$ cat src/rtl/csa_sweep_pkg.sv
// Shared types and defaults for the csa_calc sweep sequencer.
package csa_sweep_pkg;

  typedef enum logic [2:0] {
    ST_IDLE  = 3'd0,
    ST_REQ   = 3'd1,
    ST_WAIT  = 3'd2,
    ST_CHECK = 3'd3,
    ST_NEXT  = 3'd4,
    ST_DONE  = 3'd5
  } sweep_state_t;

  localparam int unsigned TIMEOUT_CYCLES_DEF = 65535;

endpackage

$ cat src/rtl/csa_sweep_match.sv
// Registered masked compare of a captured calc result, plus saturating hit counter.
module csa_sweep_match #(
  parameter int OUT_W = 48,
  parameter int CNT_W = 32
) (
  input  logic             clk,
  input  logic             rst_n,
  input  logic             i_clear,
  input  logic             i_capture,
  input  logic [OUT_W-1:0] i_result,
  input  logic [OUT_W-1:0] i_target,
  input  logic [OUT_W-1:0] i_mask,
  input  logic             i_count,
  output logic             o_match,
  output logic [CNT_W-1:0] o_count
);

  logic             r_match;
  logic [CNT_W-1:0] r_count;

  always_ff @(posedge clk or negedge rst_n) begin
    if (!rst_n) begin
      r_match <= 1'b0;
      r_count <= '0;
    end else if (i_clear) begin
      r_match <= 1'b0;
      r_count <= '0;
    end else begin
      if (i_capture)
        r_match <= ((i_result ^ i_target) & i_mask) == '0;
      // count holds at all-ones instead of wrapping
      if (i_count && (r_count != '1))
        r_count <= r_count + CNT_W'(1);
    end
  end

  assign o_match = r_match;
  assign o_count = r_count;

endmodule

$ cat src/rtl/csa_calc_sweep_ctrl.sv
// Sweeps csa_calc_logic_in over a range, one request/ready/reset handshake per value,
// and reports masked-compare hits and progress.
module csa_calc_sweep_ctrl
  import csa_sweep_pkg::*;
#(
  parameter int          AXI_DATA_WIDTH     = 32,
  parameter int          CSA_CALC_IN_WIDTH  = 40,
  parameter int          CSA_CALC_OUT_WIDTH = 48,
  parameter int unsigned TIMEOUT_CYCLES     = TIMEOUT_CYCLES_DEF
) (
  input  logic                          clk,
  input  logic                          rst_n,
  input  logic                          sweep_start,
  input  logic                          sweep_abort,
  input  logic                          sweep_stop_on_hit,
  input  logic [CSA_CALC_IN_WIDTH-1:0]  sweep_in_start,
  input  logic [CSA_CALC_IN_WIDTH-1:0]  sweep_in_end,
  input  logic [AXI_DATA_WIDTH-1:0]     sweep_times,
  input  logic [CSA_CALC_OUT_WIDTH-1:0] sweep_target,
  input  logic [CSA_CALC_OUT_WIDTH-1:0] sweep_mask,
  output logic                          sweep_busy,
  output logic                          sweep_done,
  output logic                          sweep_hit,
  output logic [CSA_CALC_IN_WIDTH-1:0]  sweep_hit_in,
  output logic [AXI_DATA_WIDTH-1:0]     sweep_hit_count,
  output logic [CSA_CALC_IN_WIDTH-1:0]  sweep_cur_in,
  output logic                          sweep_aborted,
  output logic                          sweep_timeout,
  input  logic                          csa_calc_logic_inuse,
  output logic                          csa_calc_logic_request,
  output logic [AXI_DATA_WIDTH-1:0]     csa_calc_logic_times,
  output logic [CSA_CALC_IN_WIDTH-1:0]  csa_calc_logic_in,
  input  logic                          csa_calc_logic_ready,
  input  logic [CSA_CALC_OUT_WIDTH-1:0] csa_calc_logic_out,
  output logic                          csa_calc_logic_reset
);

  localparam int                TO_W    = $clog2(TIMEOUT_CYCLES + 1);
  localparam logic [TO_W-1:0]   TO_LOAD = TO_W'(TIMEOUT_CYCLES - 1);

  sweep_state_t r_state, w_state_next;

  logic [TO_W-1:0]               r_wait_cnt;
  logic [CSA_CALC_IN_WIDTH-1:0]  r_cur, r_end, r_hit_in;
  logic [CSA_CALC_OUT_WIDTH-1:0] r_target, r_mask;
  logic [AXI_DATA_WIDTH-1:0]     r_times;
  logic r_stop, r_busy, r_done, r_hit, r_aborted, r_timeout, r_request, r_calc_reset;

  logic w_accept, w_req, w_crst, w_capture, w_timeout, w_abort;
  logic w_hit_inc, w_adv, w_done, w_load_cnt, w_dec_cnt, w_match;
  logic [AXI_DATA_WIDTH-1:0] w_hit_count;

  always_ff @(posedge clk or negedge rst_n) begin
    if (!rst_n) r_state <= ST_IDLE;
    else        r_state <= w_state_next;
  end

  always_comb begin
    w_state_next = r_state;
    w_accept     = 1'b0;
    w_req        = 1'b0;
    w_crst       = 1'b0;
    w_capture    = 1'b0;
    w_timeout    = 1'b0;
    w_abort      = 1'b0;
    w_hit_inc    = 1'b0;
    w_adv        = 1'b0;
    w_done       = 1'b0;
    w_load_cnt   = 1'b0;
    w_dec_cnt    = 1'b0;
    unique case (r_state)
      ST_IDLE: if (sweep_start) begin
        w_accept     = 1'b1;
        w_state_next = ST_REQ;
      end
      ST_REQ: begin
        if (sweep_abort) begin
          w_abort      = 1'b1;
          w_state_next = ST_DONE;
        end else if (!csa_calc_logic_inuse) begin
          w_req        = 1'b1;
          w_load_cnt   = 1'b1;
          w_state_next = ST_WAIT;
        end
      end
      ST_WAIT: begin
        // abort outranks ready and timeout, but the core must still be released
        if (sweep_abort) begin
          w_abort      = 1'b1;
          w_crst       = 1'b1;
          w_state_next = ST_DONE;
        end else if (csa_calc_logic_ready) begin
          w_capture    = 1'b1;
          w_crst       = 1'b1;
          w_state_next = ST_CHECK;
        end else if (r_wait_cnt == '0) begin
          w_crst       = 1'b1;
          w_timeout    = 1'b1;
          w_state_next = ST_NEXT;
        end else begin
          w_dec_cnt    = 1'b1;
        end
      end
      ST_CHECK: begin
        if (sweep_abort) begin
          w_abort      = 1'b1;
          w_state_next = ST_DONE;
        end else begin
          w_hit_inc    = w_match;
          w_state_next = (w_match && r_stop) ? ST_DONE : ST_NEXT;
        end
      end
      ST_NEXT: begin
        if (sweep_abort) begin
          w_abort      = 1'b1;
          w_state_next = ST_DONE;
        end else if (r_cur == r_end) begin
          w_state_next = ST_DONE;
        end else begin
          w_adv        = 1'b1;
          w_state_next = ST_REQ;
        end
      end
      ST_DONE: begin
        w_done       = 1'b1;
        w_state_next = ST_IDLE;
      end
      default: w_state_next = ST_IDLE;
    endcase
  end

  always_ff @(posedge clk or negedge rst_n) begin
    if (!rst_n) begin
      r_wait_cnt   <= '0;
      r_cur        <= '0;
      r_end        <= '0;
      r_hit_in     <= '0;
      r_target     <= '0;
      r_mask       <= '0;
      r_times      <= '0;
      r_stop       <= 1'b0;
      r_busy       <= 1'b0;
      r_done       <= 1'b0;
      r_hit        <= 1'b0;
      r_aborted    <= 1'b0;
      r_timeout    <= 1'b0;
      r_request    <= 1'b0;
      r_calc_reset <= 1'b0;
    end else begin
      r_request    <= w_req;
      r_calc_reset <= w_crst;
      r_done       <= w_done;
      // wait timer counts down from TIMEOUT_CYCLES-1; zero is terminal count
      if (w_load_cnt)     r_wait_cnt <= TO_LOAD;
      else if (w_dec_cnt) r_wait_cnt <= r_wait_cnt - TO_W'(1);
      if (w_accept) begin
        r_busy    <= 1'b1;
        r_cur     <= sweep_in_start;
        r_end     <= sweep_in_end;
        r_times   <= sweep_times;
        r_target  <= sweep_target;
        r_mask    <= sweep_mask;
        r_stop    <= sweep_stop_on_hit;
        r_hit     <= 1'b0;
        r_hit_in  <= '0;
        r_aborted <= 1'b0;
        r_timeout <= 1'b0;
      end else begin
        if (w_done)    r_busy    <= 1'b0;
        if (w_abort)   r_aborted <= 1'b1;
        if (w_timeout) r_timeout <= 1'b1;
        if (w_hit_inc && !r_hit) begin
          r_hit    <= 1'b1;
          r_hit_in <= r_cur;
        end
        if (w_adv) r_cur <= r_cur + CSA_CALC_IN_WIDTH'(1);
      end
    end
  end

  csa_sweep_match #(
    .OUT_W (CSA_CALC_OUT_WIDTH),
    .CNT_W (AXI_DATA_WIDTH)
  ) u_match (
    .clk       (clk),
    .rst_n     (rst_n),
    .i_clear   (w_accept),
    .i_capture (w_capture),
    .i_result  (csa_calc_logic_out),
    .i_target  (r_target),
    .i_mask    (r_mask),
    .i_count   (w_hit_inc),
    .o_match   (w_match),
    .o_count   (w_hit_count)
  );

  assign sweep_busy             = r_busy;
  assign sweep_done             = r_done;
  assign sweep_hit              = r_hit;
  assign sweep_hit_in           = r_hit_in;
  assign sweep_hit_count        = w_hit_count;
  assign sweep_cur_in           = r_cur;
  assign sweep_aborted          = r_aborted;
  assign sweep_timeout          = r_timeout;
  assign csa_calc_logic_request = r_request;
  assign csa_calc_logic_times   = r_times;
  assign csa_calc_logic_in      = r_cur;
  assign csa_calc_logic_reset   = r_calc_reset;

endmodule
$ cat config.mk
export PLATFORM = sky130hd
export DESIGN_NAME = csa_calc_sweep_ctrl
export DESIGN_NICKNAME = d
export VERILOG_FILES = /design/src/rtl/csa_sweep_pkg.sv /design/src/rtl/csa_sweep_match.sv /design/src/rtl/csa_calc_sweep_ctrl.sv
export SDC_FILE = /design/constraint.sdc
export NUM_CORES = 1
export LEC_CHECK = 0
export CORE_ASPECT_RATIO = 0.75
export CORE_UTILIZATION = 45
export DETAILED_ROUTE_END_ITERATION = 12
export PLACE_DENSITY = 0.77
export SLEW_MARGIN = 10
export SYNTH_ARGS = -nofsm -noshare
export SYNTH_HDL_FRONTEND = slang
export SYNTH_SLANG_ARGS = --single-unit
$ cat constraint.sdc
create_clock -name clk -period 6.7 [get_ports clk]
set_input_delay 0.67 -clock clk [delete_from_list [all_inputs] [get_ports clk]]
set_output_delay 0.67 -clock clk [all_outputs]
set_load 0.02 [all_outputs]
# ---- Word level (Yosys, flattened, before mapping)
# Cells that the tools add are included.
dict set report word_totals {
  reg_bits 308
  out_inout_bits 191
  wordCells 106
  in_bits 263
}
dict set report classes {
  reduce_logical 17
  mux 56
  addsub 3
  n_bitwise 2
  n_eq_ne 10
}
# operator n
set ops {}
lappend ops {{$mux 40} 4}
lappend ops {{$mux 32} 2}
lappend ops {{$and 48x48->48} 1}
lappend ops {{$logic_not 48->1} 1}
lappend ops {{$xor 48x48->48} 1}
lappend ops {{$add 40x1->40 const B} 1}
lappend ops {{$eq 40x40->1} 1}
lappend ops {{$mux 1} 39}
lappend ops {{$add 32x1->32 const B} 1}
lappend ops {{$mux 16} 2}
lappend ops {{$ne 32x32->1 const B} 1}
lappend ops {{$mux 3} 8}
lappend ops {{$logic_not 16->1} 1}
lappend ops {{$reduce_bool 2->1} 8}
lappend ops {{$sub 16x1->16 const B} 1}
lappend ops {{$pmux 3 s5} 1}
lappend ops {{$eq 3x2->1 const B} 2}
lappend ops {{$eq 3x3->1 const B} 2}
lappend ops {{$ne 4x4->1 const B} 1}
lappend ops {{$reduce_or 4->1} 1}
lappend ops {{$eq 3x1->1 const B} 1}
lappend ops {{$logic_and 1x1->1} 3}
lappend ops {{$logic_not 3->1} 1}
lappend ops {{$ne 3x3->1 const B} 1}
lappend ops {{other kinds (3)} 3}

# ---- Longest topological paths before layout
# Gate-level depths: netlist of run 1.
dict set report logic_depth {
  word_depth 7
  ltp_mapped 9
  mapped_depth_nobuf 8
}

# ---- Hierarchy
# A second synthesis of run 1 with hierarchy kept.
dict set report hier_totals {
  cells_unflattened 1733
  area_unflattened_um2 14983.1
}
# module seq_area_each_um2 area_per_inst_um2 n_inst cells_per_inst
set modules_own_cells {}
lappend modules_own_cells {csa_calc_sweep_ctrl 6881.6 12500.7 1 1455}
lappend modules_own_cells {csa_sweep_match 825.8 2482.4 1 278}

# ---- Worst setup path before layout of run 1
# Ideal clock, no wire load.
dict set report synth_timing {
  path_kind {input-to-reg}
  start {input sweep_abort}
  end {register r_wait_cnt[14]}
  required_time_ns 6.566
  path_slack_ns 4.342
  path_stages 7
  path_buffers 1
  arrival_time_ns 2.224
  setup_time_ns 0.134
  cell_sequence {or4b_2 -> nor2_1 -> and4_1 -> clkbuf_1 -> nor2b_1 -> xnor2_1 -> nand2_1}
}
dict set report synth_via {
  elab_chain_cells 3
  elab_cells_between_ends 6
  cone_classes {mux: 5; reduce/logical: 1}
}
# element line
set synth_rtl {}
lappend synth_rtl {{start, declared} csa_calc_sweep_ctrl.sv:14} ;# input logic sweep_abort,
lappend synth_rtl {{$mux 1, on equally long branches} {csa_calc_sweep_ctrl.sv:77, csa_calc_sweep_ctrl.sv:88}}
lappend synth_rtl {{$mux 1} csa_calc_sweep_ctrl.sv:71} ;# unique case (r_state)
lappend synth_rtl {{$mux 16 or $reduce_bool 2->1 (tied branches)} n/a}
lappend synth_rtl {{end signal, assigned} csa_calc_sweep_ctrl.sv:155} ;# else if (w_dec_cnt) r_wait_cnt <= r_wait_cnt - TO_W'(1);
lappend synth_rtl {{end, declared} csa_calc_sweep_ctrl.sv:43} ;# logic [TO_W-1:0] r_wait_cnt;
# Several ways; a longest one is shown, not always the timed one.
# A chain may end at the register's enable or synchronous reset.

# ---- Worst setup path in the final report of run 1
dict set report layout_timing {
  start {register r_state[2]}
  end {register r_cur[21], in the netlist csa_calc_logic_in[21]}
}
dict set report layout_via {
  elab_chain_cells 3
  elab_cells_between_ends 6
  cone_classes {eq/ne: 1; mux: 3; reduce/logical: 2}
}
# element line
set layout_rtl {}
lappend layout_rtl {{start, declared} csa_calc_sweep_ctrl.sv:41} ;# sweep_state_t r_state, w_state_next;
lappend layout_rtl {{start signal, assigned} csa_calc_sweep_ctrl.sv:55} ;# else r_state <= w_state_next;
lappend layout_rtl {{$eq 3x3->1 or $logic_not 3->1 (tied branches)} csa_calc_sweep_ctrl.sv:71}
lappend layout_rtl {{$mux 1} csa_calc_sweep_ctrl.sv:71}
lappend layout_rtl {{$reduce_bool 2->1 (no line) or $mux 40 (tied branches)} n/a}
lappend layout_rtl {{end signal, assigned} csa_calc_sweep_ctrl.sv:158} ;# r_cur <= sweep_in_start;
lappend layout_rtl {{end signal, assigned} csa_calc_sweep_ctrl.sv:176} ;# if (w_adv) r_cur <= r_cur + CSA_CALC_IN_WIDTH'(1);
lappend layout_rtl {{end, declared} csa_calc_sweep_ctrl.sv:44} ;# logic [CSA_CALC_IN_WIDTH-1:0] r_cur, r_end, r_hit_in;
# Several ways; a longest one is shown, not always the timed one.

==> impl_metrics.env, run 1 <==
export IMPL_vdd_drop_max_mv=0.252
export IMPL_worstPathArrival_ns=3.58
export IMPL_min_path_type="primary input to async pin"
export IMPL_relSlewSlack=0.264
export IMPL_crit_chain="or3b_2 > nor3_1 > and2_1 > o31a_1 > a41oi_1 > a211o_1"
export IMPL_min_period_ns=3.13
export IMPL_synth_area_um2=14800
export IMPL_powerDensity_nw_per_um2=393
export IMPL_top_layer="met5"
export IMPL_worstMarginPinSlew_ns=1.10
export IMPL_finalCoreUtilization=0.630
export IMPL_antenna_found_initial=10
export IMPL_final_cell_area_um2=20400
export IMPL_wl_met1_um=19000
export IMPL_layout_nets=2326
export IMPL_worst_path_max_fanout=29
export IMPL_slowest_delay_ns=0.87
export IMPL_synth_cell_types=61
export IMPL_critPathKind="register to register"
export IMPL_max_freq_mhz=320
export IMPL_synth_avg_cell_area_um2=8.76
export IMPL_dp_hpwl_um=33000
export IMPL_finalMaxSlewViolations=0
export IMPL_met3_length_um=4280
export IMPL_ys_flop_type="dfrtp_1"
export IMPL_ys_top_cells_by_count="666 x nand2_1, 308 x dfrtp_1, 106 x xor2_1"
export IMPL_io_buffers=453
export IMPL_route_met2_wl_um=21300
export IMPL_r2r_slack_ns=3.57
export IMPL_ioPinCount=454
export IMPL_synth_edf_count=0
export IMPL_numClockSinks=308
export IMPL_total_power_mw=8.03
export IMPL_grt_pass1_vias=13100
export IMPL_slowest_stage="o31a_1"
export IMPL_yosysWarnings=0
export IMPL_placedInstanceArea_um2=19400
export IMPL_end_kind="register"
export IMPL_initial_core_util=0.458
export IMPL_crit_path_start_kind="register"
export IMPL_viasPerCell=5.31
export IMPL_status="finished, final reports clean"
export IMPL_drt_iter0_markers=1067
export IMPL_overflow=0
export IMPL_cts_hold_buffers=0
export IMPL_p_leak_nw=9.20
export IMPL_vias=13400
export IMPL_grt_max_degree=193
export IMPL_max_cap_viol_count=0
export IMPL_synth_top_area_cell="dfrtp_1"
export IMPL_rsz0062_at_grt="no"
export IMPL_synthTopCellsByArea="dfrtp_1 52%, nand2_1 17%, xor2_1 6.3%"
export IMPL_fp_row_count=57
export IMPL_setup_violations=0
export IMPL_gp_congestion=0.897
export IMPL_finalClockSkew_ns=0.0113
export IMPL_ys_seq_area_frac=0.519
export IMPL_synthMostInstantiatedCell="nand2_1"
export IMPL_hold_viol=0
export IMPL_dieArea_um2=33700
export IMPL_required_ns=7.15
export IMPL_area_growth_pct=37.7
export IMPL_cts_root_buf="clkbuf_16"
export IMPL_synth_nets=1962
export IMPL_clkSlewWorstSetupHoldPaths_ns=0.07
export IMPL_min_period_over_period=0.466
export IMPL_synth_top_area_frac=0.519
export IMPL_synth_cells=1695
export IMPL_grt_usage=0.274
export IMPL_routed_wirelength_um=46300
export IMPL_core_area_um2=32400
export IMPL_rr_worst_depth=6
export IMPL_finalSetupTns_ns=0
export IMPL_drive_above_1_share=0.0379
export IMPL_worst_slack_ns=3.57
export IMPL_ctsResizeCount=0
export IMPL_ant_nets=0
export IMPL_grt_pass1_wl_um=72500
export IMPL_ys_seq_elements=308
export IMPL_clkLatencyLatePin_ns=0.57
export IMPL_tritoncts="done"
export IMPL_die_width_um=212
export IMPL_cts_setup_buffers=0
export IMPL_die_y_um=159
export IMPL_wl_per_cell_um=18.3
export IMPL_numCtsBuffers=31
export IMPL_h_tree_depth=1
export IMPL_place_ws_ns=3.28
export IMPL_ys_async_sr_fraction=1.00
export IMPL_first_pass_iters=5
export IMPL_cts_buffer_depth=3
export IMPL_drc_errors=0
area by class of cell:
cell class	count	area (µm²)
Timing Repair Buffer	460	4620
Sequential cell	308	7710
Multi-Input combinational cell	1242	6430
Tap cell	442	553
Clock inverter	14	178
Fill cell	2688	12000
Clock buffer	43	881
Antenna cell	8	20.0
Inverter	16	60.1
metal layers:
layer	vias up	GRT usage
met5	-	0
met4	4	0.113
met3	112	0.0797
met2	572	0.423
met1	6418	0.361
li1	6334	-
power breakdown:
part / switching [mW] / leakage, nW / internal (mW)
clock network: 0.757 / 0.528 / 1.07
logic: 1.70 / 4.81 / 1.32
registers: 0.708 / 3.86 / 2.48
total: 3.16 / 9.20 / 4.87
placed cells by master, fill, tap and decap left out, types with 10 or more instances in the layout:
cell,instances
nand2_1,665
clkdlybuf4s50_1,452
dfrtp_1,308
xor2_1,106
o21ai_0,70
nor2_1,64
clkbuf_16,31
a21oi_1,29
nand3_1,28
nand4_1,28
a22oi_1,27
nor4_1,23
and3_1,19
nor3_1,17
or3_1,17
inv_1,16
xnor2_1,16
o211ai_1,12
or4_1,10
a211o_1,10
logic make-up after synthesis:
kind of cell    after synthesis  synth area share
buf+inv                     145            0.0489
simple gates                920             0.269
compound gates              194            0.0865
flops                       308             0.519
mux                           2           0.00135
xor+xnor                    122            0.0720
fa+ha+maj                     4           0.00337
sequential cells by signal, indices dropped and copies added, names as in the netlist, 3 cells and up:
register              count
u_match.o_count          32
csa_calc_logic_in        40
r_target                 48
r_end                    40
r_state                   3
r_mask                   48
csa_calc_logic_times     32
sweep_hit_in             40
r_wait_cnt               16
worst max-delay path, delay by kind of cell (launching register included):
family | cells | cell delay [ns]
AND/OR/NAND/NOR | 3 | 1.05
flip-flops | 1 | 0.58
AO/OA/AOI/OAI | 3 | 1.38
through the flow:
step / hold slack (ns) / cells
5_1_grt: 0.228 / 2533
4_1_cts: 0.188 / 2525
6_report: 0.158 / 2533
3_5_place_dp: 0.461 / 2468
3_3_place_gp: 0.458 / 2468
2_1_floorplan: 0.374 / 1695
worst paths after layout:
check | from | to
hold / removal | rst_n | sweep_hit_in[9]
min in group clk | r_mask[18] | r_mask[18]
setup reg to reg | r_state[2] | csa_calc_logic_in[21]
hold reg to reg | r_mask[18] | r_mask[18]
max in group asynchronous | rst_n | r_wait_cnt[13]
setup / recovery | r_state[2] | csa_calc_logic_in[21]
(Power assumes the default switching activity.)
==> run 2: changes to the inputs <==
==> constraint.sdc (replaced) <==
create_clock -name clk -period 2.9 [get_ports clk]
set_input_delay 0.29 -clock clk [delete_from_list [all_inputs] [get_ports clk]]
set_output_delay 0.29 -clock clk [all_outputs]
set_load 0.02 [all_outputs]
==> impl_metrics.env, run 2 (synthesis results as in run 1) <==
export IMPL_antenna_found_initial=7
export IMPL_setup_violations=0
export IMPL_place_ws_ns=0.223
export IMPL_viasPerCell=5.34
export IMPL_ioPinCount=454
export IMPL_place_inst=2519
export IMPL_relSlewSlack=0.431
export IMPL_layout_common_cells="665 x nand2_1, 452 x clkdlybuf4s50_1, 308 x dfrtp_1"
export IMPL_min_period_ns=2.59
export IMPL_die_y_um=159
export IMPL_h_tree_depth=2
export IMPL_min_period_over_period=0.895
export IMPL_rr_worst_depth=7
export IMPL_wl_per_cell_um=18.4
export IMPL_dieArea_um2=33700
export IMPL_numCtsBuffers=34
export IMPL_worst_path_max_fanout=29
export IMPL_drt_iter0_markers=1177
export IMPL_hold_path_depth=3
export IMPL_routed_wirelength_um=47500
export IMPL_status="finished, final reports clean"
export IMPL_grt_max_degree=100
export IMPL_hold_viol=0
export IMPL_clkSlewWorstSetupHoldPaths_ns=0.07
export IMPL_area_growth_pct=42.1
export IMPL_grt_pass1_wl_um=75200
export IMPL_core_area_um2=32400
export IMPL_ant_nets=0
export IMPL_top_regs="r_mask: 48 flops, r_target: 48 flops"
export IMPL_numClockSinks=308
export IMPL_vdd_drop_max_mv=0.709
export IMPL_layout_commonest_cell="nand2_1"
export IMPL_finalSetupTns_ns=0
export IMPL_hold_start="sweep_target[19]"
export IMPL_io_buffers=453
export IMPL_rsz0062_at_grt="no"
export IMPL_grt_usage=0.284
export IMPL_timing_rr_end="csa_calc_logic_in[37]"
export IMPL_drc_errors=0
export IMPL_finalClockSkew_ns=0.0134
export IMPL_ctsResizeCount=0
export IMPL_grt_pass1_vias=13600
export IMPL_dp_hpwl_um=34900
export IMPL_vias=13800
export IMPL_required_ns=3.30
export IMPL_critPathKind="register to register"
export IMPL_worstPathArrival_ns=3.00
export IMPL_drive_above_1_share=0.0604
export IMPL_fp_row_count=57
export IMPL_cts_root_buf="clkbuf_16"
export IMPL_max_cap_viol_count=0
export IMPL_crit_path_start_kind="register"
export IMPL_hold_end="r_target[19]"
export IMPL_worst_slack_ns=0.306
export IMPL_die_width_um=212
export IMPL_r2r_slack_ns=0.31
export IMPL_powerDensity_nw_per_um2=918
export IMPL_p_leak_nw=9.54
export IMPL_first_pass_iters=5
export IMPL_worstMarginPinSlew_ns=0.854
export IMPL_cts_buffer_depth=3
export IMPL_clkLatencyLatePin_ns=0.52
export IMPL_end_kind="register"
export IMPL_r2r_start="csa_calc_logic_in[4]"
export IMPL_initial_core_util=0.458
export IMPL_gp_congestion=0.885
export IMPL_holdWs_ns=0.299
export IMPL_overflow=0
export IMPL_tritoncts="done"
export IMPL_finalMaxSlewViolations=0
export IMPL_fin_cells=2585
export IMPL_min_path_type="primary input to register"
export IMPL_max_freq_mhz=385
export IMPL_layout_nets=2381
run 2: cell count changes in the layout (fill, tap and decap cells not counted), moves of 2 or more:
cell and change:
clkinv_2 -5, diode_2 -2, clkbuf_1 +3, clkbuf_8 -2, buf_4 +39, buf_12 +12, clkbuf_16 +6
run 2: worst max-delay path by stage:
stage / startpoint / end / slack (ns)
2_1_floorplan: csa_calc_logic_in[19] / csa_calc_logic_in[25] / 0.58
3_3_place_gp: csa_calc_logic_out[42] / u_match.o_match / 0.22
3_5_place_dp: csa_calc_logic_out[45] / u_match.o_match / 0.22
4_1_cts: csa_calc_logic_in[4] / csa_calc_logic_in[9] / 0.31
5_1_grt: u_match.o_count[25] / u_match.o_count[2] / 0.22
6_report: csa_calc_logic_in[4] / csa_calc_logic_in[37] / 0.31
run 2: final cells by class:
| class | instances | area [µm²] |
|---|---|---|
| Inverter | 16 | 60.1 |
| Sequential cell | 308 | 7710 |
| Clock inverter | 9 | 153 |
| Antenna cell | 6 | 15.0 |
| Multi-Input combinational cell | 1242 | 6430 |
| Clock buffer | 50 | 1010 |
| Tap cell | 442 | 553 |
| Timing Repair Buffer | 512 | 5160 |
| Fill cell | 2645 | 11400 |
run 2: critical path: stages, from the launching register on:
cell	delay, ns
dfrtp_1	0.52
xor2_1	0.22
nor4_1	0.49
nand4_2	0.27
o31a_1	0.38
buf_12	0.18
and4b_1	0.20
a211o_1	0.23
run 2: per-layer routing:
layer	routed length (µm)	global-route usage	up-vias
li1	-	-	6441
met5	27	0	-
met3	4260	0.0811	99
met1	19600	0.375	6707
met2	22300	0.449	557
met4	1290	0.0972	4
run 2: where the power goes:
part / internal, mW / switching, mW / total, mW / leakage [nW]
clock: 2.79 / 1.80 / 4.58 / 0.572
sequential: 5.73 / 1.43 / 7.17 / 3.86
combinational: 3.38 / 4.23 / 7.61 / 5.11
total: 11.9 / 7.46 / 19.4 / 9.54
run 2: metrics by stage:
| step | instance area, µm² | utilization | power (mW) |
|---|---|---|---|
| 2_1_floorplan | 14800 | - | 11.4 |
| 3_3_place_gp | 19900 | 0.613 | 14.5 |
| 3_5_place_dp | 19900 | 0.613 | 14.8 |
| 4_1_cts | 21100 | 0.650 | 19.4 |
| 5_1_grt | 21100 | 0.650 | 20.5 |
| 6_report | 21100 | 0.650 | 19.4 |
run 2: what timing repair did:
action	in CTS	in global routing
hold buffers	1	0
buffers inserted	0	0
endpoints found under the hold margin	90	0
